`src/rtl/tart_dcm_supervisor.sv`:
```
// DCM reset sequencer and clock-health supervisor: pulses the DCM reset, waits for a
// settled lock, releases the system reset and retries on lock loss or a dead clock.
module tart_dcm_supervisor #(
  parameter int RST_CYCLES    = 8,
  parameter int LOCK_TIMEOUT  = 4096,
  parameter int SETTLE_CYCLES = 256,
  parameter int ACT_WINDOW    = 64,
  parameter int MAX_RETRY     = 7
) (
  input  logic       clk_i,
  input  logic       rst_i,
  input  logic       locked_i,
  input  logic       toggle_i,
  output logic       dcm_rst_o,
  output logic       reset_no,
  output logic       status_no,
  output logic [3:0] retries_o,
  output logic       fault_o
);

  localparam int TMAX_A = (RST_CYCLES > SETTLE_CYCLES) ? RST_CYCLES : SETTLE_CYCLES;
  localparam int TMAX   = (TMAX_A > LOCK_TIMEOUT) ? TMAX_A : LOCK_TIMEOUT;
  localparam int TW     = $clog2(TMAX);
  localparam int AW     = (ACT_WINDOW > 1) ? $clog2(ACT_WINDOW) : 1;
  localparam int IW     = $clog2(ACT_WINDOW + 1);

  typedef enum logic [2:0] {
    PULSE     = 3'd0,
    WAIT_LOCK = 3'd1,
    SETTLE    = 3'd2,
    RUN       = 3'd3,
    FAULT     = 3'd4
  } state_t;

  state_t        state, state_next;
  logic [TW-1:0] timer, timer_next;
  logic [AW-1:0] act_cnt, act_next;
  logic [IW-1:0] idle_cnt, idle_next;
  logic [3:0]    retries_next;
  logic          lock_meta, lock_sync;
  logic          tog_meta, tog_sync, tog_prev;
  logic          tog_edge, fail, entering;

  assign tog_edge = tog_sync ^ tog_prev;

  // Two-flop synchronizers; the extra toggle copy turns level changes into edge pulses
  always_ff @(posedge clk_i) begin
    if (rst_i) begin
      lock_meta <= 1'b0;
      lock_sync <= 1'b0;
      tog_meta  <= 1'b0;
      tog_sync  <= 1'b0;
      tog_prev  <= 1'b0;
    end else begin
      lock_meta <= locked_i;
      lock_sync <= lock_meta;
      tog_meta  <= toggle_i;
      tog_sync  <= tog_meta;
      tog_prev  <= tog_sync;
    end
  end

  // Sequencer decisions and counter next-values
  always_comb begin
    state_next   = state;
    timer_next   = timer;
    retries_next = retries_o;
    fail         = 1'b0;
    case (state)
      PULSE: begin
        if (timer == TW'(RST_CYCLES - 1)) state_next = WAIT_LOCK;
        else                              timer_next = timer + TW'(1);
      end
      WAIT_LOCK: begin
        if (lock_sync)                             state_next = SETTLE;
        else if (timer == TW'(LOCK_TIMEOUT - 1))   fail       = 1'b1;
        else                                       timer_next = timer + TW'(1);
      end
      SETTLE: begin
        if (!lock_sync)                            fail       = 1'b1;
        else if (timer == TW'(SETTLE_CYCLES - 1))  state_next = RUN;
        else                                       timer_next = timer + TW'(1);
      end
      RUN: begin
        // lock loss and activity timeout in one cycle collapse into a single failure
        if (!lock_sync || (act_cnt == AW'(ACT_WINDOW - 1) && !tog_edge)) fail = 1'b1;
        else                                                             state_next = RUN;
      end
      FAULT:   state_next = FAULT;
      default: state_next = PULSE;
    endcase

    if (fail) begin
      if (retries_o != 4'(MAX_RETRY)) retries_next = retries_o + 4'd1;
      else                            retries_next = retries_o;
      if (retries_next == 4'(MAX_RETRY)) state_next = FAULT;
      else                               state_next = PULSE;
    end else begin
      retries_next = retries_o;
    end

    entering = (state_next != state);

    if (tog_edge || entering)                 act_next = '0;
    else if (act_cnt != AW'(ACT_WINDOW - 1))  act_next = act_cnt + AW'(1);
    else                                      act_next = act_cnt;

    if (tog_edge)                             idle_next = '0;
    else if (idle_cnt != IW'(ACT_WINDOW))     idle_next = idle_cnt + IW'(1);
    else                                      idle_next = idle_cnt;
  end

  // State, counters and registered outputs
  always_ff @(posedge clk_i) begin
    if (rst_i) begin
      state     <= PULSE;
      timer     <= '0;
      act_cnt   <= '0;
      idle_cnt  <= IW'(ACT_WINDOW);
      retries_o <= 4'd0;
      fault_o   <= 1'b0;
      dcm_rst_o <= 1'b1;
      reset_no  <= 1'b0;
      status_no <= 1'b1;
    end else begin
      state     <= state_next;
      timer     <= entering ? '0 : timer_next;
      act_cnt   <= act_next;
      idle_cnt  <= idle_next;
      retries_o <= retries_next;
      fault_o   <= (state_next == FAULT);
      dcm_rst_o <= (state_next == PULSE);
      reset_no  <= (state_next == RUN);
      status_no <= (idle_next == IW'(ACT_WINDOW));
    end
  end

endmodule

```
`config.mk`:
```
export PLATFORM = sky130hd
export DESIGN_NAME = tart_dcm_supervisor
export DESIGN_NICKNAME = d
export VERILOG_FILES = /design/src/rtl/tart_dcm_supervisor.sv
export SDC_FILE = /design/constraint.sdc
export NUM_CORES = 1
export LEC_CHECK = 0
export ABC_CLOCK_PERIOD_IN_PS = 4800
export BUFFER_PORTS_ARGS = -buffer_cell sky130_fd_sc_hd__buf_2
export CAP_MARGIN = 40
export CORE_ASPECT_RATIO = 0.9
export CORE_MARGIN = 5
export CORE_UTILIZATION = 35
export CTS_BUF_LIST = sky130_fd_sc_hd__clkbuf_4 sky130_fd_sc_hd__clkbuf_8
export DETAILED_ROUTE_END_ITERATION = 7
export HOLD_SLACK_MARGIN = 0.15
export PLACE_DENSITY_LB_ADDON = 0.08
export SYNTH_ARGS = -nofsm -noshare
export SYNTH_HDL_FRONTEND = slang
export SYNTH_SLANG_ARGS = --single-unit
```
`constraint.sdc`:
```
create_clock -name clk_i -period 4.8 [get_ports clk_i]
set_input_delay 0.48 -clock clk_i [delete_from_list [all_inputs] [get_ports clk_i]]
set_output_delay 0.48 -clock clk_i [all_outputs]
set_load 0.005 [all_outputs]
```
==> run_results.csv <==
group,metric,value,unit
sta,finalWorstSetupSlack,2.61,ns
synthesis,synth_nets,242,
cts,clk-insertion-delay-late,0.30,ns
grt,first_global_vias,1545,
power_and_ir_drop,vdd.ir_drop.worst,0.0000945,V
floorplan,die_w,91.5,um
synthesis,synth_enable_flop_cells,0,
status,status,"finished, final reports clean",
synthesis,yosys_warnings,0,
route,ant_nets,0,
critical_path,rrSetupSlack,2.61,ns
power_and_ir_drop,power.total,667,uW
cts,clock_tree.htree_level_count,2,
critical_path,critPathCaptureType,"register",
critical_path,worstPathRequired,4.96,ns
power_and_ir_drop,internal_power,488,uW
route,wirelength,4180,um
floorplan,die_height,83.3,um
synthesis,netlist_area_before_placement,2090,um2
critical_path,crit_path_start_kind,"register",
cts,clock_tree.root_cell,"sky130_fd_sc_hd__clkbuf_8",
critical_path,crit_start,"act_cnt[0]$_SDFFE_PP0P_",
flow_run,cap_viol_max_count,0,
cts,numCtsBuffers,5,
synthesis,synth_ff_type,"sky130_fd_sc_hd__dfxtp_1",
route,route.detailed.vias_per_inst,5.21,
layout,finish.net_count,252,
sta,final_setup_violations,0,
sta,final-hold-violation-count,0,
synthesis,post-synth-top-count-cell,"sky130_fd_sc_hd__dfxtp_1",
cts,postCtsResizedCells,0,
grt,grt_start_max_net_pins,19,
cts,cts-root-to-sink-buffers,2,
sta,setup_total_negative_slack,0,ns
synthesis,synth-seq-area-share,39.2,%
power_and_ir_drop,swShare,26.8,%
layout,num_antenna_cells,0,
power_and_ir_drop,power.sequential.fraction,54.8,%
placement,place_congestion,0.744,
floorplan,dieArea,7630,um2
grt,grt_pass1_wl,7270,um
hold_path,timing.hold.worst.class,"in -> reg",
power_and_ir_drop,pwr-share-comb,11.4,%
layout,postLayoutCoreUtil,39.7,%
cts,cts.repair_timing.setup_buffer_count,0,
critical_path,worst_setup_path_endpoint,"act_cnt[4]$_SDFFE_PP0P_",
cts,cts_tree,"built",
grt,global_routing_usage_summed_across_all_routing_layers,11.6,%
synthesis,synth.cells.most_frequent,"41 x sky130_fd_sc_hd__dfxtp_1, 32 x sky130_fd_sc_hd__nor2_1, 18 x sky130_fd_sc_hd__xor2_1",
critical_path,critPathArrivalTime,2.35,ns
placement,post-dp-hpwl,2860,um
route,drt_drc_violations_left,0,
power_and_ir_drop,power_frac_clock,33.9,%
critical_path,critical_path.reg2reg.startpoint,"act_cnt[0]$_SDFFE_PP0P_",
power_and_ir_drop,powerDensity,292,nW/um2
route,routedWlPerCell,13.3,um
synthesis,synth.ff_latch_count,41,
synthesis,synth_cell_types,50,
synthesis,avg_inst_size_synth,8.98,um2
layout,area.growth.synth_to_final,9.27,%
route,first_iter_violations,63,
floorplan,num_io_pins,12,
grt,grt_antenna_before_repair,0,
grt,overflow,0,
sta,setup_repair_after_global_routing_missed_its_margin,"false",
route,detailroute.via_count,1635,
placement,port_buffers,11,
synthesis,synth_top_cell_area_share,39.2,%
sta,layout_min_cycle_time,2.19,ns
sta,max_freq,0.457,GHz
power_and_ir_drop,power.switching,179,uW
power_and_ir_drop,leakage_component_of_the_power,0.835,nW
floorplan,core_area,5760,um2
synthesis,async_reset_ff_share,0,%
sta,slew_violations,0,
floorplan,floorplan.initialDensity,36.3,%
synthesis,postSynthCellCount,233,
layout,drive_gt1_share,13.1,%
critical_path,setup.worst_path.class,"reg -> reg",
sta,timing.slew.headroom,61.7,%
hold_path,hold_path.startpoint,"toggle_i",
sta,tightestPinTransition,0.574,ns
synthesis,synth_top_area_cell,"sky130_fd_sc_hd__dfxtp_1",
synthesis,netlist_top_cells_area,"sky130_fd_sc_hd__dfxtp_1 39%, sky130_fd_sc_hd__xor2_1 7.5%, sky130_fd_sc_hd__nor2_1 5.7%",
critical_path,r2r.worst_path.cells,6,
floorplan,number_of_rows_in_the_core_area,26,
cts,cts_hold_buffers,0,
cts,clock_sink_count,41,
placement,post-place-ws,2.63,ns
sta,clock_tree_skew_after_final_layout,0.00953,ns
critical_path,r2r-end,"act_cnt[4]$_SDFFE_PP0P_",
critical_path,critical_path.max_fanout,18,
cts,cts.clk_slew.worst_paths,0.08,ns
route,drt_first_pass_iters,4,
sta,final_period_util,45.6,%
[layer usage]
metal  vias up  global-route usage (%)  share of wire [%]
li1        847                       -                  -
met1       765                    16.2                 56
met2        15                    16.7                 40
met3         8                    2.98                2.2
met4         0                    4.93                1.6
met5         -                       0                  0
[logic make-up after synthesis]
kind of cell               count (synthesis)  synth area share [%]
DFF                                       41                  39.2
muxes                                      7                  3.47
and+or+nand+nor                          109                  28.3
buffers and inverters                     16                  3.11
adders and majority gates                  5                  2.99
xor gates and xnor gates                  24                  10.4
AOI/OAI and AO/OA                         31                  12.5
[critical path, cell delays in order, from the launching register on]
cell and delay (ns):
sky130_fd_sc_hd__dfxtp_1 0.37, sky130_fd_sc_hd__ha_1 0.22, sky130_fd_sc_hd__nand2_1 0.17, sky130_fd_sc_hd__o41ai_4 0.44, sky130_fd_sc_hd__o21ai_2 0.20, sky130_fd_sc_hd__o2111ai_4 0.54
sky130_fd_sc_hd__nor4_1 0.11
[layout make-up]
type / count / area (um2)
fillers: 586 / 3470
multi-input cells: 176 / 1210
flip-flops and latches: 41 / 821
well taps: 70 / 87.6
clock buffers: 5 / 68.8
repair buffers: 11 / 55.1
inverters: 8 / 30.0
clock inverters: 3 / 17.5
[sequential cells by signal, indices dropped and copies added, names as in the netlist, 3 cells and up]
name       flops
act_cnt        6
idle_cnt       7
retries_o      4
state          3
timer         12
[per-stage QoR]
stage,instances,hold WS (ns),area [um2]
floorplan,233,0.414,2090
global placement,306,0.419,2200
detailed placement,306,0.422,2200
CTS,314,0.391,2290
global route,314,0.415,2290
finish,314,0.397,2290
[worst min path at each step]
stage	end	slack [ns]	cells past startpoint
after floorplan	lock_sync$_SDFF_PP0_	0.41	1
after global placement	tog_sync$_SDFF_PP0_	0.42	1
after detailed placement	lock_sync$_SDFF_PP0_	0.42	1
after CTS	tog_meta$_SDFF_PP0_	0.39	2
after global routing	tog_meta$_SDFF_PP0_	0.41	2
final	tog_meta$_SDFF_PP0_	0.40	2
[power by group through the flow]
| stage | clock network [mW] | registers [mW] | logic [mW] |
|---|---|---|---|
| 2_1_floorplan | 0 | 0.372 | 0.0605 |
| 3_3_place_gp | 0 | 0.373 | 0.0762 |
| 3_5_place_dp | 0 | 0.374 | 0.0762 |
| 4_1_cts | 0.234 | 0.366 | 0.0771 |
| 5_1_grt | 0.251 | 0.368 | 0.0871 |
| 6_report | 0.226 | 0.365 | 0.0758 |
[cell usage in the layout, fill, tap and decap left out, drive strengths merged, types with 2 or more instances in the layout]
master	Yosys	final
inv	8	8
clkinv	0	2
mux2	2	2
xor2	19	19
o2111ai	3	3
nand3	11	11
o21ai	7	7
ha	5	5
o211ai	4	4
xnor2	5	5
or3	3	3
nand4b	2	2
nor4	8	8
dfxtp	41	41
mux2i	5	5
nor2	32	32
nand4	5	5
buf	4	11
and3	3	3
nor2b	7	7
nand2	16	16
nor4b	2	2
a21oi	2	2
o22ai	2	2
a31oi	2	2
nand3b	2	2
nor3	13	13
nand2b	2	2
clkbuf	4	5
(Power assumes the default switching activity.)
